## src/rtl/freq_tracker.sv

```systemverilog
// Dominant-frequency tracker: keeps a sliding window of recent frequency-bin results,
// finds the most frequent bin with a 16-cycle scan and hands it to a host via valid/ready.
module freq_tracker #(
  parameter int WIN       = 8,
  parameter int STABLE_TH = 6,
  localparam int CW       = $clog2(WIN + 1),
  localparam int PW       = $clog2(WIN)
) (
  input  logic          clk,
  input  logic          rst,
  input  logic          done_i,
  input  logic [3:0]    freq_i,
  input  logic          clr_i,
  output logic          res_valid_o,
  input  logic          res_ready_i,
  output logic [3:0]    dom_freq_o,
  output logic [CW-1:0] dom_count_o,
  output logic [CW-1:0] fill_o,
  output logic          stable_o
);

  localparam logic [1:0] IDLE = 2'd0;
  localparam logic [1:0] SCAN = 2'd1;
  localparam logic [1:0] HOLD = 2'd2;

  logic [3:0]    hbuf_q [WIN];
  logic [3:0]    hbuf_d [WIN];
  logic [CW-1:0] hist_q [16];
  logic [CW-1:0] hist_d [16];
  logic [PW-1:0] wptr_q, wptr_d;
  logic [CW-1:0] fill_q, fill_d;

  logic [1:0]    state_q, state_d;
  logic [3:0]    idx_q, idx_d;
  logic [CW-1:0] best_cnt_q, best_cnt_d;
  logic [3:0]    best_idx_q, best_idx_d;
  logic          pending_q, pending_d;
  logic          res_valid_q, res_valid_d;
  logic [3:0]    dom_freq_q, dom_freq_d;
  logic [CW-1:0] dom_count_q, dom_count_d;
  logic          stable_q, stable_d;

  logic [3:0]    oldest;
  logic          take;
  logic [CW-1:0] cand_cnt;
  logic [3:0]    cand_idx;

  assign oldest = hbuf_q[wptr_q];

  // Window and histogram update; runs on every done regardless of FSM state.
  always_comb begin
    // NOTE: every variable gets a default first so no path leaves it unassigned (no latches).
    hbuf_d = hbuf_q;
    hist_d = hist_q;
    wptr_d = wptr_q;
    fill_d = fill_q;
    if (clr_i) begin
      for (int i = 0; i < WIN; i++) hbuf_d[i] = '0;
      for (int i = 0; i < 16; i++) hist_d[i] = '0;
      wptr_d = '0;
      fill_d = '0;
    end else if (done_i) begin
      if (fill_q < CW'(WIN)) begin
        hist_d[freq_i] = hist_q[freq_i] + CW'(1);
        fill_d         = fill_q + CW'(1);
      end else if (oldest != freq_i) begin
        hist_d[oldest] = hist_q[oldest] - CW'(1);
        hist_d[freq_i] = hist_q[freq_i] + CW'(1);
      end
      hbuf_d[wptr_q] = freq_i;
      wptr_d         = wptr_q + PW'(1);
    end
  end

  // Strict greater-than keeps the lower index on ties.
  assign take     = hist_q[idx_q] > best_cnt_q;
  assign cand_cnt = take ? hist_q[idx_q] : best_cnt_q;
  assign cand_idx = take ? idx_q : best_idx_q;

  always_comb begin
    state_d     = state_q;
    idx_d       = idx_q;
    best_cnt_d  = best_cnt_q;
    best_idx_d  = best_idx_q;
    pending_d   = pending_q;
    res_valid_d = res_valid_q;
    dom_freq_d  = dom_freq_q;
    dom_count_d = dom_count_q;
    stable_d    = stable_q;
    case (state_q)
      IDLE: begin
        if (done_i) begin
          state_d    = SCAN;
          idx_d      = '0;
          best_cnt_d = '0;
          best_idx_d = '0;
        end
      end
      SCAN: begin
        if (done_i) begin
          idx_d      = '0;
          best_cnt_d = '0;
          best_idx_d = '0;
        end else begin
          best_cnt_d = cand_cnt;
          best_idx_d = cand_idx;
          if (idx_q == 4'd15) begin
            state_d     = HOLD;
            res_valid_d = 1'b1;
            dom_freq_d  = cand_idx;
            dom_count_d = cand_cnt;
            stable_d    = (fill_q == CW'(WIN)) && (cand_cnt >= CW'(STABLE_TH));
          end else begin
            idx_d = idx_q + 4'd1;
          end
        end
      end
      HOLD: begin
        if (res_valid_q && res_ready_i) begin
          res_valid_d = 1'b0;
          pending_d   = 1'b0;
          if (pending_q || done_i) begin
            state_d    = SCAN;
            idx_d      = '0;
            best_cnt_d = '0;
            best_idx_d = '0;
          end else begin
            state_d = IDLE;
          end
        end else if (done_i) begin
          pending_d = 1'b1;
        end
      end
      default: state_d = IDLE;
    endcase
  end

  // NOTE: sequential state uses non-blocking assignments only; next state comes from the _d logic.
  always_ff @(posedge clk) begin
    if (rst) begin
      // NOTE: history and histogram are reset explicitly because the window must start empty.
      for (int i = 0; i < WIN; i++) hbuf_q[i] <= '0;
      for (int i = 0; i < 16; i++) hist_q[i] <= '0;
      wptr_q      <= '0;
      fill_q      <= '0;
      state_q     <= IDLE;
      idx_q       <= '0;
      best_cnt_q  <= '0;
      best_idx_q  <= '0;
      pending_q   <= 1'b0;
      res_valid_q <= 1'b0;
      dom_freq_q  <= '0;
      dom_count_q <= '0;
      stable_q    <= 1'b0;
    end else begin
      hbuf_q      <= hbuf_d;
      hist_q      <= hist_d;
      wptr_q      <= wptr_d;
      fill_q      <= fill_d;
      state_q     <= state_d;
      idx_q       <= idx_d;
      best_cnt_q  <= best_cnt_d;
      best_idx_q  <= best_idx_d;
      pending_q   <= pending_d;
      res_valid_q <= res_valid_d;
      dom_freq_q  <= dom_freq_d;
      dom_count_q <= dom_count_d;
      stable_q    <= stable_d;
    end
  end

  assign res_valid_o = res_valid_q;
  assign dom_freq_o  = dom_freq_q;
  assign dom_count_o = dom_count_q;
  assign fill_o      = fill_q;
  assign stable_o    = stable_q;

endmodule

```

## config.mk

```make
export PLATFORM = sky130hd
export DESIGN_NAME = freq_tracker
export DESIGN_NICKNAME = d
export VERILOG_FILES = /design/src/rtl/freq_tracker.sv
export SDC_FILE = /design/constraint.sdc
export NUM_CORES = 1
export LEC_CHECK = 0
export ABC_CLOCK_PERIOD_IN_PS = 5100
export CAP_MARGIN = 20
export CORE_ASPECT_RATIO = 0.7
export CORE_MARGIN = 3
export CORE_UTILIZATION = 30
export CTS_CLUSTER_SIZE = 10
export DETAILED_ROUTE_END_ITERATION = 8
export PLACE_DENSITY = 0.56
export SYNTH_ARGS = -nofsm -noshare
export SYNTH_HDL_FRONTEND = slang
export SYNTH_SLANG_ARGS = --single-unit
```

## constraint.sdc

```tcl
create_clock -name clk -period 5.1 [get_ports clk]
set_clock_uncertainty 0.05 [all_clocks]
set_input_delay 1.53 -clock clk [delete_from_list [all_inputs] [get_ports clk]]
set_output_delay 1.53 -clock clk [all_outputs]
set_load 0.02 [all_outputs]
```

# After elaboration in Yosys (flattened, before gate mapping)
# Cells that the tools add are included.
op_classes:
  addsub: 5
  n_lt_le_gt_ge: 10
  eq_ne: 11
  mux: 48
  bitwise: 5
  reduce_logical: 20
op_table:
  columns: ["cell", "count"]
  rows:
  - ["$bwmux W64", 3]
  - ["$mux W64", 2]
  - ["$mux W4", 20]
  - ["$bmux W4 S4", 3]
  - ["$pmux W4 S3", 3]
  - ["$bwmux W32", 1]
  - ["$demux W4 S4", 2]
  - ["$ge A5 B5 Y1 const B", 3]
  - ["$not A4 Y5", 3]
  - ["$add A4 B1 Y4 const B", 3]
  - ["$bmux W4 S3", 1]
  - ["$demux W4 S3", 1]
  - ["$reduce_and A4 Y1", 3]
  - ["$lt A5 B1 Y1 const B", 2]
  - ["$ne A2 B2 Y1 const B", 5]
  - ["$eq A4 B4 Y1 const B", 2]
  - ["$mux W2", 4]
  - ["$mux W1", 6]
  - ["$pmux W2 S3", 1]
  - ["$reduce_and A2 Y1", 3]
  - ["$reduce_bool A2 Y1", 3]
  - ["$logic_and A1 B1 Y1", 5]
  - ["$reduce_and A5 Y1", 1]
  - ["$ge A4 B3 Y1 const B", 1]
  - ["18 further kinds", 18]
totals:
  regBits: 128
  in_bits: 9
  output_inout_bits: 14
  elab_cells: 134

# Depth between registers and ports, before layout
depth:
  word_depth: 13
  depth_mapped: 18

# Least setup slack after synthesis
# No wires, ideal clock.
synth_path:
  path_type: "input -> register"
  start: "input freq_i[0]"
  end: "register hist_q[13] (netlist name)"
  arrival_time_ns: 4.277
  required_ns: 4.985
  setup_slack_ns: 0.708
  path_stages: 12
  path_buffers: 5
  cell_sequence: "buf_2 mux4_2 mux4_2 clkbuf_1 clkbuf_1 ha_1 buf_1 clkbuf_1 a22oi_1 nor2_1 a21oi_1 nor2_1"
synth_between:
  elab_chain_cells: 8
synth_lines:
  columns: ["element", "line", "source"]
  rows:
  - ["start, declared", "12", "input logic [3:0] freq_i,"]
  - ["$not A4 Y5 (implied by the code)", "64, 68", null]
  - ["$bmux W4 S4, or another cell as far along", "64, 68", null]
  - ["$mux W4 (implied by the code) or $logic_and A1 B1 Y1 (tied branches)", "64, 68", null]
  - ["$mux W4 (implied by the code)", "64, 68", null]
  - ["$add A4 B1 Y4 or $demux W4 S4 (tied branches)", "64, 68", null]
  - ["$bwmux W64", "68", "hist_d[freq_i] = hist_q[freq_i] + CW'(1);"]
  - ["$mux W64", "66", "end else if (oldest != freq_i) begin"]
  - ["$mux W64", "63", "if (fill_q < CW'(WIN)) begin"]
  - ["end signal, assigned", "157", "hist_q <= hist_d;"]
  - ["end, declared", "28", "logic [CW-1:0] hist_q [16];"]
# Several ways; a longest one is shown, not always the timed one. The select of a mux whose other input is x is not followed.
# A chain may end at the register's enable or synchronous reset.

# Worst setup path after layout
layout_path:
  start: "register wptr_q[0]"
  end: "register hist_q[55] (netlist name)"
layout_between:
  elab_chain_cells: 13
layout_lines:
  columns: ["element", "line", "source"]
  rows:
  - ["start, declared", "30", "logic [PW-1:0] wptr_q, wptr_d;"]
  - ["start signal, assigned", "158", "wptr_q <= wptr_d;"]
  - ["$not A3 Y4 (implied by the code) (*)", "48", "assign oldest = hbuf_q[wptr_q];"]
  - ["$bmux W4 S3 (*)", "48", null]
  - ["$mux W4 (implied by the code) (*) (2 in a row)", "48", null]
  - ["$not A4 Y5 (implied by the code)", "67", "hist_d[oldest] = hist_q[oldest] - CW'(1);"]
  - ["$bmux W4 S4, or another cell as far along", "67", null]
  - ["$mux W4 (implied by the code) or $logic_and A1 B1 Y1 (tied branches)", "67", null]
  - ["$mux W4 (implied by the code)", "67", null]
  - ["$sub A4 B1 Y4 or $demux W4 S4 (tied branches)", "67", null]
  - ["$bwmux W64", "67", null]
  - ["$bwmux W64", "68", null]
  - ["$mux W64", "66", null]
  - ["$mux W64", "63", null]
# Every way passes the cells marked *; elsewhere a longest branch is shown, timed or not. The select of a mux whose other input is x is not followed.

==> impl_metrics.ini <==
[timing]
slew_violations = 0
max_slew_margin_pct = 36.9
period_share_pct = 84.1
hold_viol = 0
setup_tns_ps = 0
final-setup-viol-count = 0
fmax_ghz = 0.233
finalCriticalPeriod_ps = 4290
tightestPinTransition_ps = 947
rsz0062_at_grt = no
fin_ws_ps = 811

[cells_and_area]
layout-drive-gt1-share_pct = 15.8
stdcell_count = 1283
area_growth_pct = 15.5
n_antenna_cell = 0
fillCellCount = 2706
layout.nets = 933

[logic_synthesis]
synthXorXnorAreaFrac_pct = 1.07
synth_compound_area_share_pct = 21.6
async_flop_share_pct = 0
avgSynthCellArea_sq_um = 9.02
synth_area_sq_um = 8190
syn_nets = 927
yosys.area.top_type_share_pct = 31.3
synth_top_family_by_area = multiplexers
yosys_warnings = 0
synth_fa_ha_area_share_pct = 1.53
yosysMostFrequentCell = dfxtp_1
synthMuxAreaShare_pct = 24.0
synth.area.top_cells = dfxtp_1 31%, mux4_2 13%, mux2i_1 9.7%
netlist_instances = 908
synth-edff-count = 0
synth-simple-area-share_pct = 15.5
ys_types = 51
synth_top_cells_by_count = 128 x dfxtp_1, 98 x nor2_1, 79 x mux2i_1
synthFlopType = dfxtp_1
synth.ff_latch_count = 128
synth_top_area_cell = dfxtp_1
yosysSeqAreaShare_pct = 31.3

[floorplan]
rows = 49
die-area_sq_um = 29400
io_pins = 23
die-width_um = 203
die_h_um = 144
coreArea_sq_um = 26200
initial_utilization_pct = 31.2

[min_path]
hold_path.class = flop to flop

[cts]
cts_resized = 0
cts_root_buffer = clkbuf_16
clkTransAtPathRegs_ps = 60
clock-sinks = 128
cts_hold_buf = 0
tritoncts = yes
postCtsSetupBuffers = 0
clock_latency_ps = 430
htreeDepth = 4
cts.path.max_buffers = 2
cts_buffers = 17

[power]
comb_power_share_pct = 8.4
pwr-share-seq_pct = 41.4
peakVddDrop_v = 0.000219
p_per_area_nw_per_um2 = 260
p_int_w = 0.00180
leakage_nw = 3.57
p_clk_share_pct = 50.2
p_switching_w = 0.000655
switching_share_pct = 26.6

[flow_run]
maxCapViolations = 0

[global_route]
grt_util_all_layers_pct = 19.4
grt_first_pass_wirelength_um = 43600
grt_max_degree = 49
grt_pass1_vias = 7054
grt_overflow_total = 0
antenna_found_initial = 0

[critical_path]
criticalPathCategory = flop to flop
critical_path_arrival_ps = 4580
path_cells = mux4_2 -> mux2i_4 -> mux2i_1 -> mux2_2 -> o22ai_1 -> a221o_1 -> buf_4 -> or3_1 -> o221ai_1
cpMaxStageDelayCell = dfxtp_1
critPathMaxStageDelay_ps = 770
crit_family = multiplexers
cp_max_fo = 16
critPathLaunchType = flop
cp-end-kind = flop
r2r_slack_ps = 810
cp_data_required_time_ps = 5390
critPathBufInv = 1

[detailed_routing]
ant_nets = 0
drt_first_iter_violations = 1010
wirelength_um = 28100
wl_per_cell_um = 21.9
vias = 7607
dr.pass1.iters = 8
viasPerCell = 5.93
route.detailed.drc = 0

[outcome]
status = finished, final reports clean

[place]
routabilityCongestion = 0.931
place_inst = 1252
dp_hpwl_um = 20200
port-buffer-count = 22
pre_cts_ws_ps = 549
==> cell type report <==
cell class | count | area, sq um | area share (%)
Inverter | 10 | 37.5 | 0.397
Sequential cell | 128 | 2560 | 27.1
Tap cell | 357 | 447 | 4.72
Multi-Input combinational cell | 685 | 5240 | 55.4
Clock buffer | 18 | 439 | 4.64
Timing Repair Buffer | 72 | 598 | 6.32
Clock inverter | 13 | 139 | 1.47
==> metrics by stage <==
stage	util, %	hold slack (ps)	power (W)	cell area (sq um)
after CTS	36.0	441	0.00247	9460
after global placement	33.8	415	0.00124	8880
after detailed placement	33.8	426	0.00124	8880
after floorplan	-	405	0.00117	8190
final	36.0	437	0.00246	9460
after global routing	36.0	466	0.00254	9460
==> power by group through the flow <==
stage | clock, W | sequential (W) | combinational (W)
after CTS | 0.00125 | 0.00102 | 0.000201
after global routing | 0.00130 | 0.00102 | 0.000220
final | 0.00123 | 0.00102 | 0.000207
after global placement | 0 | 0.00104 | 0.000201
after floorplan | 0 | 0.00103 | 0.000135
after detailed placement | 0 | 0.00104 | 0.000201
==> cell usage in the layout (no fill, tap or decap), types with 12 or more instances in the layout <==
cell and n:
nor2_1 97, o311ai_0 15, o221ai_1 32, dfxtp_1 128
and2_1 22, nor3_1 45, buf_4 49, a22oi_1 17
nand3_1 13, a22o_1 27, nand2_1 64, o211a_1 16
a211oi_1 12, clkbuf_16 17, mux4_2 48, clkdlybuf4s50_1 20
mux2i_1 78, o21ai_0 37, a21oi_1 74
==> sequential cells by signal (all words and copies together) (netlist names) <==
register and flops:
fill_o 4, best_cnt_q 4, dom_freq_o 4, state_q 2
res_valid_o 1, idx_q 4, dom_count_o 4, best_idx_q 4
pending_q 1, hist_q 64, hbuf_q 32, stable_o 1
wptr_q 3
==> layer usage <==
metal / GRT usage, % / routed length (um) / vias to the layer above
met5: 0 / 0 / -
met1: 30.0 / 13700 / 3719
met2: 24.5 / 10400 / 420
met3: 8.66 / 3850 / 11
met4: 2.86 / 146 / 0
li1: - / - / 3457
==> tightest hold or removal path, stage by stage, from the launching register on <==
cell and delay, ps:
dfxtp_1 320, mux2i_1 60, nor2_1 70
==> worst paths after layout <==
check	depth (start not counted)	from	end
worst max-delay path	9	wptr_q[0]$_SDFFE_PP0P_	hist_q[55]$_SDFFE_PP0P_
worst min-delay path	2	hbuf_q[14]$_SDFFE_PP0P_	hbuf_q[14]$_SDFFE_PP0P_
worst max register to register	9	wptr_q[0]$_SDFFE_PP0P_	hist_q[55]$_SDFFE_PP0P_
worst min register to register	2	hbuf_q[14]$_SDFFE_PP0P_	hbuf_q[14]$_SDFFE_PP0P_
==> cell families (layout without fill, tap and decap cells) <==
kind of cell	count (synthesis)	in the layout
AO/OA/AOI/OAI	252	252
XOR/XNOR	10	10
adder cells (fa/ha/maj)	10	10
buffers and inverters	95	113
flip-flops	128	128
multiplexers	135	135
AND/OR/NAND/NOR	278	278
(Power assumes the default switching activity.)
